--- src/rtl/arm_ctrl_pkg.sv ---
// rtl/arm_ctrl_pkg.sv - shared types and encodings for the multicycle ARM-subset controller
package arm_ctrl_pkg;

    typedef enum logic [3:0] {
        S_FETCH,
        S_DECODE,
        S_MEMADR,
        S_MEMRD,
        S_MEMWB,
        S_MEMWR,
        S_EXEC_R,
        S_EXEC_I,
        S_ALUWB,
        S_BRANCH
    } state_t;

    localparam logic [2:0] ALU_ADD = 3'b000;
    localparam logic [2:0] ALU_SUB = 3'b001;
    localparam logic [2:0] ALU_AND = 3'b010;
    localparam logic [2:0] ALU_ORR = 3'b011;
    localparam logic [2:0] ALU_MOV = 3'b100;

    localparam logic [1:0] IMM_8  = 2'b00;
    localparam logic [1:0] IMM_12 = 2'b01;
    localparam logic [1:0] IMM_24 = 2'b10;

    localparam logic [1:0] RES_ALUOUT = 2'b00;
    localparam logic [1:0] RES_DATA   = 2'b01;
    localparam logic [1:0] RES_ALU    = 2'b10;

    localparam logic [1:0] OP_DP  = 2'b00;
    localparam logic [1:0] OP_MEM = 2'b01;
    localparam logic [1:0] OP_BR  = 2'b10;

    localparam logic [3:0] COND_EQ = 4'h0;
    localparam logic [3:0] COND_NE = 4'h1;
    localparam logic [3:0] COND_CS = 4'h2;
    localparam logic [3:0] COND_CC = 4'h3;
    localparam logic [3:0] COND_MI = 4'h4;
    localparam logic [3:0] COND_PL = 4'h5;
    localparam logic [3:0] COND_VS = 4'h6;
    localparam logic [3:0] COND_VC = 4'h7;
    localparam logic [3:0] COND_HI = 4'h8;
    localparam logic [3:0] COND_LS = 4'h9;
    localparam logic [3:0] COND_GE = 4'hA;
    localparam logic [3:0] COND_LT = 4'hB;
    localparam logic [3:0] COND_GT = 4'hC;
    localparam logic [3:0] COND_LE = 4'hD;
    localparam logic [3:0] COND_AL = 4'hE;

    localparam logic [3:0] CMD_CMP = 4'b1010;

    // Data-processing cmd field (Funct[4:1]) to ALU operation; CMP is a SUB
    function automatic logic [2:0] decode_alu(input logic [3:0] cmd);
        case (cmd)
            4'b0010: decode_alu = ALU_SUB;
            CMD_CMP: decode_alu = ALU_SUB;
            4'b0000: decode_alu = ALU_AND;
            4'b1100: decode_alu = ALU_ORR;
            4'b1101: decode_alu = ALU_MOV;
            default: decode_alu = ALU_ADD;
        endcase
    endfunction

endpackage

--- src/rtl/cond_unit.sv ---
// rtl/cond_unit.sv - NZCV flag register, condition evaluation and gated flag writes
module cond_unit
    import arm_ctrl_pkg::*;
(
    input  logic       clk,
    input  logic       rst_n,
    input  logic [3:0] cond,
    input  logic [3:0] alu_flags,
    input  logic       flag_write_nz,
    input  logic       flag_write_cv,
    output logic [3:0] flags_q,
    output logic       cond_ex
);

    logic n, z, c, v;

    assign {n, z, c, v} = flags_q;

    always_comb begin
        cond_ex = 1'b0;
        case (cond)
            COND_EQ: cond_ex = z;
            COND_NE: cond_ex = ~z;
            COND_CS: cond_ex = c;
            COND_CC: cond_ex = ~c;
            COND_MI: cond_ex = n;
            COND_PL: cond_ex = ~n;
            COND_VS: cond_ex = v;
            COND_VC: cond_ex = ~v;
            COND_HI: cond_ex = c & ~z;
            COND_LS: cond_ex = ~c | z;
            COND_GE: cond_ex = (n == v);
            COND_LT: cond_ex = (n != v);
            COND_GT: cond_ex = ~z & (n == v);
            COND_LE: cond_ex = z | (n != v);
            COND_AL: cond_ex = 1'b1;
            default: cond_ex = 1'b0;
        endcase
    end

    // Gating uses cond_ex from the old flags, so a failed condition leaves flags intact
    always_ff @(posedge clk or negedge rst_n) begin
        if (!rst_n) begin
            flags_q <= 4'b0000;
        end else begin
            if (flag_write_nz && cond_ex) begin
                flags_q[3:2] <= alu_flags[3:2];
            end
            if (flag_write_cv && cond_ex) begin
                flags_q[1:0] <= alu_flags[1:0];
            end
        end
    end

endmodule

--- src/rtl/multicycle_controller.sv ---
// rtl/multicycle_controller.sv - FSM and control decode for the multicycle ARM-subset datapath
module multicycle_controller
    import arm_ctrl_pkg::*;
(
    input  logic       clk,
    input  logic       rst_n,
    input  logic [3:0] Cond,
    input  logic [1:0] Op,
    input  logic [5:0] Funct,
    input  logic [3:0] Rd,
    input  logic [3:0] ALUFlags,
    input  logic       mem_ready,
    output logic       PCWrite,
    output logic       AdrSrc,
    output logic       MemWrite,
    output logic       IRWrite,
    output logic [1:0] ResultSrc,
    output logic       ALUSrcA,
    output logic [1:0] ALUSrcB,
    output logic [2:0] ALUControl,
    output logic [1:0] ImmSrc,
    output logic       RegWrite,
    output logic [1:0] RegSrc,
    output logic [3:0] flags_q
);

    state_t     state, next_state;
    logic       cond_ex;
    logic       flag_write_nz, flag_write_cv;
    logic       pc_write, ir_write, reg_write, mem_write;
    logic [2:0] alu_dp;
    logic       is_cmp;

    assign alu_dp = decode_alu(Funct[4:1]);
    assign is_cmp = (Funct[4:1] == CMD_CMP);

    cond_unit u_cond_unit (
        .clk           (clk),
        .rst_n         (rst_n),
        .cond          (Cond),
        .alu_flags     (ALUFlags),
        .flag_write_nz (flag_write_nz),
        .flag_write_cv (flag_write_cv),
        .flags_q       (flags_q),
        .cond_ex       (cond_ex)
    );

    always_ff @(posedge clk or negedge rst_n) begin
        if (!rst_n) begin
            state <= S_FETCH;
        end else begin
            state <= next_state;
        end
    end

    always_comb begin
        next_state    = state;
        pc_write      = 1'b0;
        ir_write      = 1'b0;
        reg_write     = 1'b0;
        mem_write     = 1'b0;
        AdrSrc        = 1'b0;
        ResultSrc     = RES_ALUOUT;
        ALUSrcA       = 1'b0;
        ALUSrcB       = 2'b00;
        ALUControl    = ALU_ADD;
        ImmSrc        = IMM_8;
        RegSrc        = 2'b00;
        flag_write_nz = 1'b0;
        flag_write_cv = 1'b0;
        case (state)
            S_FETCH: begin
                ALUSrcA   = 1'b1;
                ALUSrcB   = 2'b10;
                ResultSrc = RES_ALU;
                ir_write  = mem_ready;
                pc_write  = mem_ready;
                if (mem_ready) next_state = S_DECODE;
            end
            S_DECODE: begin
                ALUSrcA = 1'b1;
                ALUSrcB = 2'b10;
                case (Op)
                    OP_MEM:  next_state = S_MEMADR;
                    OP_DP:   next_state = Funct[5] ? S_EXEC_I : S_EXEC_R;
                    OP_BR:   next_state = S_BRANCH;
                    default: next_state = S_FETCH;
                endcase
            end
            S_MEMADR: begin
                ALUSrcB    = 2'b01;
                ImmSrc     = IMM_12;
                next_state = Funct[0] ? S_MEMRD : S_MEMWR;
            end
            S_MEMRD: begin
                AdrSrc = 1'b1;
                if (mem_ready) next_state = S_MEMWB;
            end
            S_MEMWB: begin
                ResultSrc  = RES_DATA;
                reg_write  = cond_ex;
                next_state = S_FETCH;
            end
            S_MEMWR: begin
                // Strobe is held for every stalled cycle until memory accepts it
                AdrSrc    = 1'b1;
                RegSrc    = 2'b10;
                mem_write = cond_ex;
                if (mem_ready) next_state = S_FETCH;
            end
            S_EXEC_R, S_EXEC_I: begin
                ALUSrcB       = (state == S_EXEC_I) ? 2'b01 : 2'b00;
                ImmSrc        = IMM_8;
                ALUControl    = alu_dp;
                flag_write_nz = Funct[0];
                flag_write_cv = Funct[0] && (alu_dp == ALU_ADD || alu_dp == ALU_SUB);
                next_state    = is_cmp ? S_FETCH : S_ALUWB;
            end
            S_ALUWB: begin
                ResultSrc  = RES_ALUOUT;
                reg_write  = cond_ex;
                pc_write   = cond_ex && (Rd == 4'd15);
                next_state = S_FETCH;
            end
            S_BRANCH: begin
                RegSrc     = 2'b01;
                ALUSrcB    = 2'b01;
                ImmSrc     = IMM_24;
                ResultSrc  = RES_ALU;
                pc_write   = cond_ex;
                next_state = S_FETCH;
            end
            default: next_state = S_FETCH;
        endcase
    end

    // Architectural writes are suppressed for as long as reset is held
    assign PCWrite  = pc_write  & rst_n;
    assign IRWrite  = ir_write  & rst_n;
    assign RegWrite = reg_write & rst_n;
    assign MemWrite = mem_write & rst_n;

endmodule

--- config.mk ---
export PLATFORM = sky130hd
export DESIGN_NAME = multicycle_controller
export DESIGN_NICKNAME = d
export VERILOG_FILES = /design/src/rtl/arm_ctrl_pkg.sv /design/src/rtl/cond_unit.sv /design/src/rtl/multicycle_controller.sv
export SDC_FILE = /design/constraint.sdc
export NUM_CORES = 1
export LEC_CHECK = 0
export CORE_MARGIN = 2
export CORE_UTILIZATION = 30
export CTS_CLUSTER_DIAMETER = 80
export DETAILED_ROUTE_END_ITERATION = 8
export GPL_TIMING_DRIVEN = 0
export RECOVER_POWER = 100
export SLEW_MARGIN = 20
export SYNTH_ARGS = -nofsm -noshare
export SYNTH_HDL_FRONTEND = slang
export SYNTH_SLANG_ARGS = --single-unit
export TNS_END_PERCENT = 1
--- constraint.sdc ---
create_clock -name clk -period 2.4 [get_ports clk]
set_input_delay 0.24 -clock clk [delete_from_list [all_inputs] [get_ports clk]]
set_output_delay 0.24 -clock clk [all_outputs]
set_load 0.01 [all_outputs]
* Yosys cells after proc, flatten, opt, wreduce, memory -nomap -nowiden *
Cells that the tools add are included.

cells by class
  mux-type cells = 24
  reduce and logical (&&, ||, !) cells = 18
  bitwise logic cells = 12
  eq/ne operators = 36

operators by type and width
  cell                                           count
  == test 4 bit, second input constant           13
  == test 4 x 3 -> 1 bit, second input constant  8
  one-hot mux 4 bit (6 select lines)             1
  == test 4 x 2 -> 1 bit, second input constant  5
  two-way mux 4 bit                              4
  one-hot mux 1 bit (15 select lines)            1
  OR reduction 2 bit                             7
  logical NOT 4 bit                              3
  one-hot mux 2 bit (2 select lines)             3
  one-hot mux 3 bit (4 select lines)             1
  one-hot mux 4 bit (3 select lines)             1
  two-way mux 1 bit                              9
  == test 4 x 1 -> 1 bit, second input constant  2
  AND 1 bit                                      6
  two-way mux 3 bit                              2
  inequality test 2 bit, second input constant   3
  one-hot mux 2 bit (3 select lines)             1
  logical AND 1 bit                              4
  inverter 1 bit                                 4
  == test 3 x 1 -> 1 bit, second input constant  1
  logical NOT 3 bit                              1
  one-hot mux 1 bit (3 select lines)             1
  AND reduction 3 bit                            1
  == test 2 x 1 -> 1 bit, second input constant  1
  other kinds (6)                                7

word-level totals
  register bits = 8
  bits of input ports = 23

* Depth between registers and ports, before layout *
  depth in word-level cells = 8
  depth in mapped cells = 7
  mapped depth without buffers = 6

* By module *
A second synthesis with hierarchy kept.

unflattened totals
  cell total of the unflattened synthesis = 101
  area, all modules = 922.1 um^2

modules (own cells, without submodules)
  module                 cells an instance  area each (um^2)  times used
  multicycle_controller  66                 561.8             1
  cond_unit              35                 360.3             1

* Worst setup path after synthesis *
OpenSTA, ideal clock, no wires.

  path kind = register to output
  start point = register u_cond_unit.flags_q[3]
  end point = output RegWrite
  data required time = 2.160 ns
  slack = 0.508 ns
  arrival time = 1.652 ns
  cell stages (with the launch flop) = 7
  path through = dfrtp_1 xnor2_1 and3_4 o311ai_2 nand4_2 nand2_1 a2111oi_2

between the ends
  longest elaborated chain between the ends = 5

RTL lines
  element                                                 line                              RTL
  start: declaration                                      cond_unit.sv:11                   output logic [3:0] flags_q,
  start signal: assignment                                cond_unit.sv:47                   flags_q[3:2] <= alu_flags[3:2];
  inequality test 1 bit or == test 1 bit (tied branches)  -
  OR 1 bit or AND 1 bit (tied branches)                   cond_unit.sv:35, cond_unit.sv:34
  one-hot mux 1 bit (15 select lines) *                   cond_unit.sv:21                   case (cond)
  two-way mux 1 bit *                                     multicycle_controller.sv:71       case (state)
  AND 1 bit *                                             multicycle_controller.sv:140      assign RegWrite = reg_write & rst_n;
  end: declaration                                        multicycle_controller.sv:22       output logic RegWrite,

Every way passes the cells marked *; elsewhere a longest branch is shown, timed or not.

* Worst setup path after layout *
  start point = register state[3]
  end point = output ALUControl[0]

between the ends
  longest elaborated chain between the ends = 3

RTL lines
  element                   line                         RTL
  start: declaration        multicycle_controller.sv:27  state_t state, next_state;
  start signal: assignment  multicycle_controller.sv:52  state <= next_state;
  == test 4 x 3 -> 1 bit    multicycle_controller.sv:71
  OR reduction 2 bit *      multicycle_controller.sv:71
  two-way mux 3 bit *       multicycle_controller.sv:71
  end: declaration          multicycle_controller.sv:20  output logic [2:0] ALUControl,

Marked as above.

==> metrics.md <==
| Metric | Value |
|---|---|
| Crit path max fanout | 6 |
| Starting density of the core | 0.318 |
| Tcrit/Tclk final | 0.940 |
| First-pass GRT wire length | 4550 µm |
| Worst r2r src | u_cond_unit.flags_q[3] |
| RSZ-0062 raised after global routing | false |
| Sink Count | 8 |
| Post-route ant nets | 0 |
| Setup crit end kind | output port |
| Dpl ws | -529 ps |
| Critical path class | reg -> out |
| Sequential element share of the synthesized area | 0.226 |
| Htree depth | 1 |
| Slew headroom | 0.657 |
| Max Cap Viol | 0 |
| Post-synth cell types | 43 |
| Fmax | 443 MHz |
| Setup_tns | 0 ps |
| VDD IR max | 0.527 mV |
| Die X | 58.3 µm |
| Crit path to | ALUControl[0] |
| Slew Viols, Final | 0 |
| Total congestion overflow | 0 |
| Syn Nets | 136 |
| Post-synthesis cell area | 885 µm² |
| Clk root buf | clkbuf_4 |
| Vias per cell | 5.32 |
| Pwr dens | 796 nW/µm² |
| # IOs | 44 |
| Top layer used by detailed routing | met4 |
| Critical path origin | state[3] |
| Fin. Hold Viols | 0 |
| Multi-input logic area | 636 µm² |
| Clock Skew | 4.76 ps |
| ANT cells | 0 |
| Static Leak | 0.570 nW |
| Wire length on met2 | 1250 µm |
| Met1 Wirelength | 1150 µm |
| Synth Instances | 113 |
| Iter 0 DRT Violations | 67 |
| Outcome | completed |
| Layout cells sized above 1 | 0.176 |
| WL final | 2610 µm |
| Inst Count DP | 184 |
| Seq cells post-synth | 8 |
| Layout area overhead | 54.9% |
| Drt drc | 0 |
| Detailed placer's ending HPWL | 2010 µm |
| Post-synth EDFFs | 0 |
| Largest net degree at the start of global routing | 12 |
| Fillers | 294 |
| Via count | 1010 |
| Reg-to-reg critical path endpoint | u_cond_unit.flags_q[2] |
| Detailed Routing Iterations Pass 1 | 4 |
| Rows | 19 |
| Yosys warns | 0 |
| Wire length on met3 | 177 µm |
| Area leader, netlist | dfrtp_1 |
| CTS tree | yes |
| Initial antenna violation count | 0 |
| Async S/R FF share, synth | 1.00 |
| Mean Syn Cell Area | 7.83 µm² |
| Worst-skew pair later-pin latency | 250 ps |
| Crit path required time | 2160 ps |
| Port Buffer Count | 40 |
| Clock transition at path regs | 50 ps |
| Top cell type's share of synthesized area | 0.226 |
| Minimum clock period | 2260 ps |
| Finished Layout Cells | 190 |
| Gp weighted congestion | 0.889 |
| Vert. Die Dim | 58.3 µm |
| Slew @ Worst Pin | 512 ps |
| Crit path DAT | 2020 ps |
| Hold Crit Class | in -> async |
| Startpoint types | register |
| Clock Path Buffers | 2 |
| FF-to-FF path depth | 7 |
| Synth area leaders | dfrtp_1 23%, nor2_1 5.5%, nor3_1 5.1% |
| Register-to-register path setup slack | 390 ps |
| Fin nets | 184 |
| Ys flop type | dfrtp_1 |
| Core outline area | 2780 µm² |
| FF+latch area | 204 µm² |
| Wire per inst | 13.7 µm |
| CTS buffer count | 3 |
| GRT Resource Usage Total | 0.171 |
| Final worst slack | 145 ps |
| Vias in the first global route | 1035 |
| Final setup viols | 0 |
| Die area | 3400 µm² |
==> timing repair <==
action                                  CTS  global route
gates resized for setup                  12             8
pin swaps                                 1             2
endpoints found under the hold margin     0             0
endpoints found under the setup margin    4             4
hold buffers                              0             0
setup buffers                             0             3
==> through the flow <==
| step | power [mW] | utilization | area, µm² | hold slack [ps] |
|---|---|---|---|---|
| floorplan | 0.666 | - | 885 | -55.6 |
| global placement | 0.992 | 0.476 | 1320 | 610 |
| detailed placement | 0.996 | 0.476 | 1320 | 616 |
| CTS | 1.12 | 0.484 | 1350 | 343 |
| global route | 1.20 | 0.493 | 1370 | 403 |
| finish | 1.09 | 0.493 | 1370 | 402 |
==> cells by family (layout without fill, tap and decap cells) <==
kind of cell	after synthesis	count (layout)	synth area share
buf+inv	15	61	0.0721
flops	8	8	0.226
xor+xnor	5	5	0.0495
simple gates	49	49	0.298
mux	8	8	0.106
compound gates	28	28	0.248
==> worst min path at each step <==
stage | to | from | cells past startpoint
finish | state[2] | rst_n | 1
global route | state[0] | rst_n | 1
CTS | state[3] | rst_n | 1
detailed placement | state[0] | rst_n | 1
global placement | state[0] | rst_n | 1
floorplan | state[0] | rst_n | 0
==> area by class of cell <==
class                   count  share of cell area
multi-input cells          90               0.464
repair buffers             43               0.293
flip-flops and latches      8               0.149
plain buffers               9              0.0329
well taps                  31              0.0283
clock buffers               3              0.0164
inverters                   6              0.0164
==> critical path, stage by stage (launching register included) <==
cell and delay (ps):
dfrtp_1 400, nand2b_2 230, or2_1 210, clkbuf_2 140
nor3_1 150, dlygate4sd3_1 620
==> registers in the layout, indices dropped and copies added, names as in the netlist <==
signal,cells
state,4
u_cond_unit.flags_q,4
==> placed cells by master (no fill, tap or decap), types with 3 or more instances in the layout <==
cell type	n
buf_4	4
clkbuf_1	6
dlygate4sd2_1	4
nor4_1	3
nand3_1	4
dfrtp_2	3
nand2_1	7
a22oi_1	3
nor3_1	9
inv_1	5
dlygate4sd3_1	13
nor2_1	13
o21ai_0	9
dfrtp_1	5
clkbuf_4	3
mux2i_1	3
clkdlybuf4s50_1	21
==> layer usage <==
layer  vias up  track usage
met5         -            0
met4         0       0.0731
met3         4       0.0352
met2        37        0.284
met1       461        0.215
li1        508            -
==> cells in the mapped netlist (2+ instances only) <==
master and n:
nand3_1 4, inv_1 5, clkbuf_1 2, nand2_1 7, dfrtp_1 8, nor2_1 13
nand2b_1 3, a21oi_1 2, mux2_1 2, a22oi_1 3, buf_1 3, nor3b_1 2
mux2i_1 3, mux2_4 2, nor3_1 9, buf_2 3, xor2_1 2, o21ai_0 9
xnor2_1 3, nand3b_1 2, o2111ai_1 2, nor4_1 3
==> power breakdown <==
part / switching (mW) / internal [mW] / total [mW]
Clock: 0.0430 / 0.0570 / 0.100
Sequential: 0.0542 / 0.182 / 0.236
Combinational: 0.377 / 0.377 / 0.754
Total: 0.474 / 0.616 / 1.09
Power figures use the tool's default switching activity.
